[src/rtl/ifm_pingpong_ctrl_s9_pkg.sv]
// Shared sizing and state encodings for the IFM ping-pong sequencers.
// S-size variants pick their own feature-map side and reuse the helpers.
package ifm_pingpong_ctrl_s9_pkg;

  localparam int IFM_SIZE_S9 = 9;
  localparam int NPIX        = IFM_SIZE_S9 * IFM_SIZE_S9;
  localparam int NPAIR       = (NPIX + 1) / 2;

  typedef enum logic {W_FILL = 1'b0, W_FULL = 1'b1} w_state_t;
  typedef enum logic {R_IDLE = 1'b0, R_READ = 1'b1} r_state_t;

  function automatic int npix_of(input int size);
    return size * size;
  endfunction

  function automatic int npair_of(input int size);
    return (size * size + 1) / 2;
  endfunction

endpackage

[src/rtl/ifm_pingpong_ctrl_s9_read_pair_gen.sv]
// Read-bank sweeper: issues two pixel addresses per accepted cycle and
// delays valid/last by one cycle to line up with the memory read data.
module ifm_read_pair_gen
  import ifm_pingpong_ctrl_s9_pkg::*;
#(
  parameter int NPIX_P  = NPIX,
  parameter int NPAIR_P = NPAIR,
  parameter int ADDR_W  = 7
) (
  input  logic              clk,
  input  logic              reset,
  input  logic              start,
  input  logic              next_ready,
  output logic              idle,
  output logic              en_a,
  output logic              en_b,
  output logic [ADDR_W-1:0] addr_a,
  output logic [ADDR_W-1:0] addr_b,
  output logic              next_valid,
  output logic              next_b_valid,
  output logic              next_last
);

  r_state_t          r_state_reg, r_state_next;
  logic [ADDR_W-1:0] pcnt_reg, pcnt_next;
  logic [ADDR_W:0]   addr_b_wide;
  logic              issue, b_ok, is_last;
  logic              valid_reg, b_valid_reg, last_reg;

  assign idle = (r_state_reg == R_IDLE);

  always_comb begin
    r_state_next = r_state_reg;
    pcnt_next    = pcnt_reg;
    // One extra bit so the odd address cannot wrap before the range compare.
    addr_b_wide  = {pcnt_reg, 1'b1};
    issue        = (r_state_reg == R_READ) && next_ready;
    b_ok         = addr_b_wide <= (ADDR_W+1)'(NPIX_P - 1);
    is_last      = pcnt_reg == ADDR_W'(NPAIR_P - 1);
    case (r_state_reg)
      R_IDLE: begin
        if (start) begin
          r_state_next = R_READ;
          pcnt_next    = '0;
        end
      end
      R_READ: begin
        if (issue) begin
          if (is_last) begin
            r_state_next = R_IDLE;
            pcnt_next    = '0;
          end else begin
            pcnt_next = pcnt_reg + 1'b1;
          end
        end
      end
      default: r_state_next = R_IDLE;
    endcase
    en_a   = issue;
    en_b   = issue && b_ok;
    addr_a = issue ? {pcnt_reg[ADDR_W-2:0], 1'b0} : '0;
    addr_b = (issue && b_ok) ? addr_b_wide[ADDR_W-1:0] : '0;
  end

  always_ff @(posedge clk) begin
    if (reset) begin
      r_state_reg <= R_IDLE;
      pcnt_reg    <= '0;
      valid_reg   <= 1'b0;
      b_valid_reg <= 1'b0;
      last_reg    <= 1'b0;
    end else begin
      r_state_reg <= r_state_next;
      pcnt_reg    <= pcnt_next;
      valid_reg   <= issue;
      b_valid_reg <= issue && b_ok;
      last_reg    <= issue && is_last;
    end
  end

  assign next_valid   = valid_reg;
  assign next_b_valid = b_valid_reg;
  assign next_last    = last_reg;

endmodule

[src/rtl/ifm_pingpong_ctrl_s9.sv]
// Ping-pong sequencer for the S9 IFM memory pair: fills one bank from the
// raster stream while the other is swept in pairs, swapping when both finish.
module ifm_pingpong_ctrl_s9
  import ifm_pingpong_ctrl_s9_pkg::*;
#(
  parameter int IFM_SIZE         = IFM_SIZE_S9,
  parameter int ADDRESS_SIZE_IFM = $clog2(IFM_SIZE * IFM_SIZE)
) (
  input  logic                        clk,
  input  logic                        reset,
  input  logic                        wr_valid,
  output logic                        wr_ready,
  output logic                        ifm_enable_write_previous,
  output logic [ADDRESS_SIZE_IFM-1:0] ifm_address_write_previous,
  output logic                        ifm_enable_read_previous,
  output logic [ADDRESS_SIZE_IFM-1:0] ifm_address_read_previous,
  input  logic                        next_ready,
  output logic                        ifm_enable_read_A_next,
  output logic                        ifm_enable_read_B_next,
  output logic [ADDRESS_SIZE_IFM-1:0] ifm_address_read_A_next,
  output logic [ADDRESS_SIZE_IFM-1:0] ifm_address_read_B_next,
  output logic                        next_valid,
  output logic                        next_b_valid,
  output logic                        next_last,
  output logic                        ifm_sel
);

  localparam int NPIX_L  = npix_of(IFM_SIZE);
  localparam int NPAIR_L = npair_of(IFM_SIZE);
  localparam logic [ADDRESS_SIZE_IFM-1:0] LAST_PIX = ADDRESS_SIZE_IFM'(NPIX_L - 1);

  w_state_t                    w_state_reg, w_state_next;
  logic [ADDRESS_SIZE_IFM-1:0] wcnt_reg, wcnt_next;
  logic                        ifm_sel_reg, ifm_sel_next;
  logic                        rd_idle, swap, wr_fire;

  always_comb begin
    w_state_next = w_state_reg;
    wcnt_next    = wcnt_reg;
    ifm_sel_next = ifm_sel_reg;
    wr_ready     = 1'b0;
    wr_fire      = 1'b0;
    swap         = 1'b0;
    case (w_state_reg)
      W_FILL: begin
        wr_ready = 1'b1;
        wr_fire  = wr_valid;
        if (wr_valid) begin
          if (wcnt_reg == LAST_PIX) begin
            wcnt_next    = '0;
            w_state_next = W_FULL;
          end else begin
            wcnt_next = wcnt_reg + 1'b1;
          end
        end
      end
      W_FULL: begin
        // Upstream holds its pixel until the reader has drained the other bank.
        if (rd_idle) begin
          swap         = 1'b1;
          w_state_next = W_FILL;
          ifm_sel_next = ~ifm_sel_reg;
        end
      end
      default: w_state_next = W_FILL;
    endcase
  end

  always_ff @(posedge clk) begin
    if (reset) begin
      w_state_reg <= W_FILL;
      wcnt_reg    <= '0;
      ifm_sel_reg <= 1'b0;
    end else begin
      w_state_reg <= w_state_next;
      wcnt_reg    <= wcnt_next;
      ifm_sel_reg <= ifm_sel_next;
    end
  end

  // Addresses from both banks are ORed in the array, so idle ports drive zero.
  assign ifm_enable_write_previous  = wr_fire;
  assign ifm_address_write_previous = wr_fire ? wcnt_reg : '0;
  assign ifm_enable_read_previous   = 1'b0;
  assign ifm_address_read_previous  = '0;
  assign ifm_sel                    = ifm_sel_reg;

  ifm_read_pair_gen #(
    .NPIX_P  (NPIX_L),
    .NPAIR_P (NPAIR_L),
    .ADDR_W  (ADDRESS_SIZE_IFM)
  ) u_read_pair_gen (
    .clk          (clk),
    .reset        (reset),
    .start        (swap),
    .next_ready   (next_ready),
    .idle         (rd_idle),
    .en_a         (ifm_enable_read_A_next),
    .en_b         (ifm_enable_read_B_next),
    .addr_a       (ifm_address_read_A_next),
    .addr_b       (ifm_address_read_B_next),
    .next_valid   (next_valid),
    .next_b_valid (next_b_valid),
    .next_last    (next_last)
  );

endmodule

[config.mk]
export PLATFORM = sky130hd
export DESIGN_NAME = ifm_pingpong_ctrl_s9
export DESIGN_NICKNAME = d
export VERILOG_FILES = /design/src/rtl/ifm_pingpong_ctrl_s9_pkg.sv /design/src/rtl/ifm_pingpong_ctrl_s9_read_pair_gen.sv /design/src/rtl/ifm_pingpong_ctrl_s9.sv
export SDC_FILE = /design/constraint.sdc
export NUM_CORES = 1
export LEC_CHECK = 0
export CAP_MARGIN = 20
export CORE_UTILIZATION = 32
export CTS_CLUSTER_SIZE = 25
export DETAILED_ROUTE_END_ITERATION = 12
export GPL_ROUTABILITY_DRIVEN = 0
export GPL_TIMING_DRIVEN = 0
export PLACE_DENSITY_LB_ADDON = 0.15
export SKIP_CTS_REPAIR_TIMING = 1
export SYNTH_ARGS = -nofsm -noshare
export SYNTH_HDL_FRONTEND = slang
export SYNTH_HIERARCHICAL = 1
export SYNTH_SLANG_ARGS = --single-unit
[constraint.sdc]
create_clock -name clk -period 1.65 [get_ports clk]
set_input_delay 0.165 -clock clk [delete_from_list [all_inputs] [get_ports clk]]
set_output_delay 0.165 -clock clk [all_outputs]
set_load 0.02 [all_outputs]
==> summary.md, run 1 <==
| Metric | Value |
|---|---|
| Status | `finished clean` |
| Worst EP arrival | `1400 ps` |
| CTS tree | `done` |
| CTS Buf Count | `3` |
| Clock Skews | `3.45 ps` |
| Dominant synthesized flop cell | `dfxtp_1` |
| Antenna fix cells | `0` |
| CTS max path bufs | `2` |
| Slew Limit Fails | `0` |
| PnR Total Power | `960 uW` |
| NetSw | `220 uW` |
| Non-Filler Instances | `237` |
| VDD IR max | `608 uV` |
| FF+latch count, synth | `20` |
| CP peak stage delay | `440 ps` |
| Post-synth EDFFs | `0` |
| Routed len/inst | `11.4 um` |
| Vias in the first global route | `1,063` |
| Global-route wire length before repair | `4620 um` |
| Crit Path Category | `flip-flop to output port` |
| Clk slew on worst S/H paths | `70 ps` |
| Min-delay src | `next_ready` |
| Flop pwr share | `51.4%` |
| Final Hold Viols | `0` |
| Yosys top cell by area | `dfxtp_1` |
| Initial antenna violation count | `0` |
| Crit-path cells | `inv_1, and3_1, buf_6, and2_1, buf_4` |
| Die Ht | `63.4 um` |
| Post-Layout Inst Area | `0.00165 mm^2` |
| Ys async rst share | `0%` |
| CP Launch Type | `flip-flop` |
| Post-synth cell types | `37` |
| Worst relative slew slack | `62.4%` |
| Placed inst area | `0.00160 mm^2` |
| Die Span X | `63.4 um` |
| Antenna viol nets, final | `0` |
| Largest net degree at the start of global routing | `12` |
| Int Power | `740 uW` |
| NumNets Final | `200` |
| Initial drt markers | `101` |
| Final HPWL DP | `2050 um` |
| Max-cap violations | `0` |
| Post-synth top area share | `33.2%` |
| Crit-path max FO | `9` |
| Fraction of layout cells with a size suffix above 1 | `20.4%` |
| H-tree lvl count | `1` |
| Reg2reg path depth | `5` |
| CP Capture Type | `output port` |
| Setup-failing EPs final | `0` |
| Sw Ratio | `23.0%` |
| Placed cells | `233` |
| Combinational Power Share | `10.0%` |
| Top post-synthesis cells by area | `dfxtp_1 (33%), and2_1 (8.3%), buf_4 (6.8%)` |
| Detailed Routing Iterations Pass 1 | `4` |
| Vias | `1,131` |
| Syn Inst Count | `149` |
| Tmin final | `1570 ps` |
| Syn-to-layout area delta | `36.5%` |
| Routed WL | `2710 um` |
| Slew @ Worst Pin | `556 ps` |
| Ports | `41` |
| Port Buffers | `31` |
| Most frequent cells in the layout | `buf_4 (18), dfxtp_1 (17), and2_1 (16)` |
| FF-to-FF setup slack | `180 ps` |
| Number of vias per cell | `4.77` |
| GRT Total Usage | `14.2%` |
| Pleak | `0.000853 uW` |
| Worst EP required | `1480 ps` |
| Mapped cell area | `0.00121 mm^2` |
| Worst Hold End | `u_read_pair_gen/next_last` |
| Most common library cell in the layout ignoring fill and taps | `buf_4` |
| Die area | `0.00402 mm^2` |
| CP max-delay cell | `dfxtp_1` |
| Pwr/cell area | `583 mW/mm^2` |
| Worst hold stages | `3` |
| RSZ-0062 raised after global routing | `no` |
| GRT overflow | `0` |
| TritonCTS Sinks | `20` |
| Warnings from Yosys | `6` |
| RR Startpoint | `u_read_pair_gen/pcnt_reg[0]` |
| Avg Cell Area, Syn | `8.10 um^2` |
| Clock share of power | `38.6%` |
| Hold Path Class | `primary input to flip-flop` |
| Initial Util | `34.8%` |
| DRC Markers | `0` |
| R2R Path End | `u_read_pair_gen/pcnt_reg[5]` |
| Setup_tns | `0 ps` |
| Rows | `21` |
| Core box area | `0.00347 mm^2` |
| Part of the cycle the worst path needs | `95.0%` |
| Register area share after synthesis | `33.2%` |
| F_max | `638 MHz` |
| Clock Latency Late Sink | `260 ps` |
| Root buffer cell | `clkbuf_8` |
through the flow:
| step | util [%] | setup WS (ps) | hold WS (ps) |
|---|---|---|---|
| 2_1_floorplan | - | 281 | 237 |
| 3_3_place_gp | 46.2 | -613 | 505 |
| 3_5_place_dp | 46.2 | -630 | 521 |
| 4_1_cts | 47.8 | -633 | 526 |
| 5_1_grt | 47.5 | 3.04 | 455 |
| 6_report | 47.5 | 82.6 | 416 |
power groups by stage:
stage               combinational (uW)  sequential, uW  clock [uW]
floorplan                         70.7             503           0
global placement                  95.9             505           0
detailed placement                96.7             505           0
CTS                               96.9             494         389
global route                       104             495         403
finish                            95.6             494         371
cell usage after synthesis (3+ instances only):
cell type / n
a21oi_1: 4
and2_1: 16
and3_1: 9
buf_2: 3
buf_4: 11
dfxtp_1: 20
ha_1: 4
inv_1: 15
mux2i_1: 3
nand2_1: 4
nand2b_1: 3
nand3_1: 6
nor2_1: 6
nor2b_1: 3
o21ai_0: 8
o221ai_1: 3
or3_1: 5
or4_1: 3
critical path: cells and delay by family (launching register included):
| family | cells | cell delay, ps |
|---|---|---|
| simple gates | 2 | 330 |
| buf+inv | 3 | 370 |
| flops | 1 | 440 |
final cells by class:
type	count	area, um^2
Buffer	16	120
Clock buffer	4	55.1
Fill cell	366	1820
Inverter	15	56.3
Multi-Input combinational cell	105	671
Sequential cell	20	404
Tap cell	46	57.6
Timing Repair Buffer	31	284
per-layer routing:
layer,global-route usage (%),wire [um]
met5,0,0
met4,3.69,16
met3,3.99,93
met2,23.9,1300
met1,17.5,1300
how the worst max path moves through the flow:
stage	start	to	slack, ps
after floorplan	u_read_pair_gen/r_state_reg	ifm_address_read_B_next[1]	280
after global placement	next_ready	ifm_address_read_B_next[3]	-610
final	u_read_pair_gen/pcnt_reg[6]	ifm_address_read_B_next[1]	80
after CTS	next_ready	ifm_address_read_B_next[5]	-630
after global routing	u_read_pair_gen/pcnt_reg[3]	ifm_address_read_B_next[5]	3
after detailed placement	next_ready	ifm_address_read_B_next[6]	-630
cell families (layout without fill, tap and decap cells):
kind of cell / after synthesis / in the layout / synth area share (%)
xor+xnor: 1 / 1 / 0.726
buf+inv: 31 / 66 / 13.5
fa+ha+maj: 4 / 4 / 4.15
flops: 20 / 20 / 33.2
simple gates: 63 / 63 / 31.2
mux: 3 / 3 / 2.49
other cells: 2 / 9 / 0.622
compound gates: 25 / 25 / 14.2
Power figures use the tool's default switching activity.
==> inputs of run 2 (changes only) <==
--- a/config.mk
+++ b/config.mk
@@ -6,8 +6,10 @@
 export NUM_CORES = 1
 export LEC_CHECK = 0
 export CAP_MARGIN = 20
+export CELL_PAD_IN_SITES_DETAIL_PLACEMENT = 1
+export CELL_PAD_IN_SITES_GLOBAL_PLACEMENT = 1
 export CORE_UTILIZATION = 32
-export CTS_CLUSTER_SIZE = 25
+export CTS_CLUSTER_SIZE = 10
 export DETAILED_ROUTE_END_ITERATION = 12
 export GPL_ROUTABILITY_DRIVEN = 0
 export GPL_TIMING_DRIVEN = 0
==> summary.md, run 2 (synthesis gave the netlist of run 1 again) <==
| Metric | Value |
|---|---|
| VDD IR max | `263 uV (was 608 uV)` |
| Global-route wire length before repair | `5640 um (was 4620 um)` |
| CTS max path bufs | `2 (unchanged)` |
| Antenna viol nets, final | `0 (unchanged)` |
| Footprint of the multi-input gates | `682 um^2 (was 671 um^2)` |
| Status | `finished clean (unchanged)` |
| Detailed Routing Iterations Pass 1 | `4 (unchanged)` |
| Fillers | `433 (was 366)` |
| Most common library cell in the layout ignoring fill and taps | `buf_4 (unchanged)` |
| DRC Markers | `0 (unchanged)` |
| Core box area | `0.00347 mm^2 (unchanged)` |
| Initial Util | `34.8% (unchanged)` |
| Syn-to-layout area delta | `38.7% (was 36.5%)` |
| Worst EP arrival | `1410 ps (was 1400 ps)` |
| Clock Latency Late Sink | `260 ps (about the same)` |
| Worst hold stages | `3 (unchanged)` |
| Combinational Power Share | `10.6% (was 10.0%)` |
| CTS tree | `done (unchanged)` |
| Worst EP required | `1480 ps (about the same)` |
| Vias in the first global route | `1,227 (was 1,063)` |
| Part of the cycle the worst path needs | `95.5% (was 95.0%)` |
| Final HPWL DP | `2330 um (was 2050 um)` |
| Die Ht | `63.4 um (unchanged)` |
| GRT Total Usage | `17.5% (was 14.2%)` |
| Largest net degree at the start of global routing | `12 (unchanged)` |
| Port Buffers | `31 (unchanged)` |
| Initial drt markers | `47 (was 101)` |
| Final Hold Viols | `0 (unchanged)` |
| Clock Skews | `2.34 ps (was 3.45 ps)` |
| Hold Path Class | `primary input to flip-flop (unchanged)` |
| Min-delay src | `next_ready (unchanged)` |
| Crit Path Category | `primary input to output port (was flip-flop to output port)` |
| Ports | `41 (unchanged)` |
| Setup-failing EPs final | `0 (unchanged)` |
| F_max | `635 MHz (was 638 MHz)` |
| Int Power | `741 uW (was 740 uW)` |
| Max-cap violations | `0 (unchanged)` |
| Worst path bufs/invs | `4 (was 3)` |
| Flop pwr share | `50.0% (was 51.4%)` |
| Crit-path cells | `clkdlybuf4s50_1, nor2b_1, buf_4, buf_4, and2_1, dlymetal6s2s_1 (was inv_1, and3_1, buf_6, and2_1, buf_4)` |
| Crit-path max FO | `10 (was 9)` |
| Pleak | `0.000877 uW (was 0.000853 uW)` |
| FF+latch area | `412 um^2 (was 404 um^2)` |
| Routed WL | `3230 um (was 2710 um)` |
| GRT overflow | `0 (unchanged)` |
| Placed inst area | `0.00160 mm^2 (unchanged)` |
| Antenna fix cells | `0 (unchanged)` |
| Post-Layout Inst Area | `0.00167 mm^2 (was 0.00165 mm^2)` |
| RR Startpoint | `u_read_pair_gen/pcnt_reg[1] (was u_read_pair_gen/pcnt_reg[0])` |
| R2R Path End | `u_read_pair_gen/pcnt_reg[6] (was u_read_pair_gen/pcnt_reg[5])` |
| Clk slew on worst S/H paths | `80 ps (was 70 ps)` |
| CP max-delay cell | `clkdlybuf4s50_1 (was dfxtp_1)` |
| Number of vias per cell | `4.98 (was 4.77)` |
| Initial antenna violation count | `0 (unchanged)` |
| NetSw | `240 uW (was 220 uW)` |
| Final cell utilization of the core | `48.3% (was 47.5%)` |
| Die Span X | `63.4 um (unchanged)` |
| Most numerous cell on the critical path | `buf_4` |
| H-tree lvl count | `1 (unchanged)` |
| Reg2reg path depth | `4 (was 5)` |
| Slew @ Worst Pin | `569 ps (was 556 ps)` |
| Routed len/inst | `13.5 um (was 11.4 um)` |
| Vias | `1,191 (was 1,131)` |
| CTS Buf Count | `3 (unchanged)` |
| Most frequent cells in the layout | `buf_4 (17), and2_1 (15), inv_1 (15), dfxtp_1 (15) (was buf_4 (18), dfxtp_1 (17), and2_1 (16))` |
| TritonCTS Sinks | `20 (unchanged)` |
| Root buffer cell | `clkbuf_8 (unchanged)` |
| Worst relative slew slack | `61.5% (was 62.4%)` |
| Rows | `21 (unchanged)` |
| Pwr/cell area | `586 mW/mm^2 (was 583 mW/mm^2)` |
| FF-to-FF setup slack | `190 ps (was 180 ps)` |
| Fraction of layout cells with a size suffix above 1 | `21.8% (was 20.4%)` |
| CP Launch Type | `primary input (was flip-flop)` |
| Die area | `0.00402 mm^2 (unchanged)` |
| PnR Total Power | `981 uW (was 960 uW)` |
| Clock share of power | `39.4% (was 38.6%)` |
| Worst Hold End | `u_read_pair_gen/next_last (unchanged)` |
| Delay-heaviest family, CP | `buffers and inverters (was flip-flops)` |
| Sw Ratio | `24.4% (was 23.0%)` |
| NumNets Final | `202 (was 200)` |
| Tmin final | `1580 ps (was 1570 ps)` |
| CP peak stage delay | `470 ps (was 440 ps)` |
| Slew Limit Fails | `0 (unchanged)` |
| CP Capture Type | `output port (unchanged)` |
run 2: cell types whose count changed in the layout (fill, tap and decap cells not counted), moves of 2 or more:
| cell | delta |
|---|---|
| dfxtp_4 | +2 |
| dfxtp_1 | -2 |
| clkbuf_2 | +3 |
| buf_6 | -2 |
run 2: per-stage QoR:
step	hold WS (ps)	setup TNS (ps)	std cells	setup slack, ps
final	411	0	239	74.4
after global routing	440	-20.3	239	-17.5
after CTS	548	-8950	237	-634
after detailed placement	523	-8960	233	-626
after global placement	500	-8690	233	-614
after floorplan	237	0	156	281
run 2: layout make-up:
cell class	count	area share [%]
Multi-Input combinational cell	105	40.7
Sequential cell	20	24.6
Timing Repair Buffer	34	18.1
Buffer	15	6.50
Tap cell	46	3.44
Inverter	15	3.36
Clock buffer	4	3.29
run 2: worst reg2reg max path: cells and delay by family, from the launching register on:
family,cells,cell delay [ps]
AND/OR/NAND/NOR,2,630
adder cells (fa/ha/maj),1,230
flip-flops,1,430
AO/OA/AOI/OAI,1,80
run 2: worst max path at each step:
stage,from,endpoint,cells past startpoint
after floorplan,u_read_pair_gen/r_state_reg,ifm_address_read_B_next[1],4
after global placement,next_ready,ifm_address_read_B_next[2],6
after detailed placement,next_ready,ifm_address_read_B_next[5],6
after CTS,next_ready,ifm_address_read_B_next[5],6
after global routing,u_read_pair_gen/pcnt_reg[3],ifm_address_read_B_next[2],5
final,wr_valid,ifm_address_write_previous[3],6
run 2: power groups by stage:
stage	sequential (uW)	clock (uW)	combinational, uW
after floorplan	503	0	70.7
after global placement	506	0	96.3
after detailed placement	506	0	97.2
after CTS	494	401	98.0
after global routing	492	425	113
final	491	386	104
run 2: routing by layer:
metal	routed length [um]	global-route usage, %	part of all wire [%]
met1	1550	21.8	48
met2	1540	30.5	48
met3	99	2.36	3.1
met4	40	5.97	1.2
met5	0	0	0
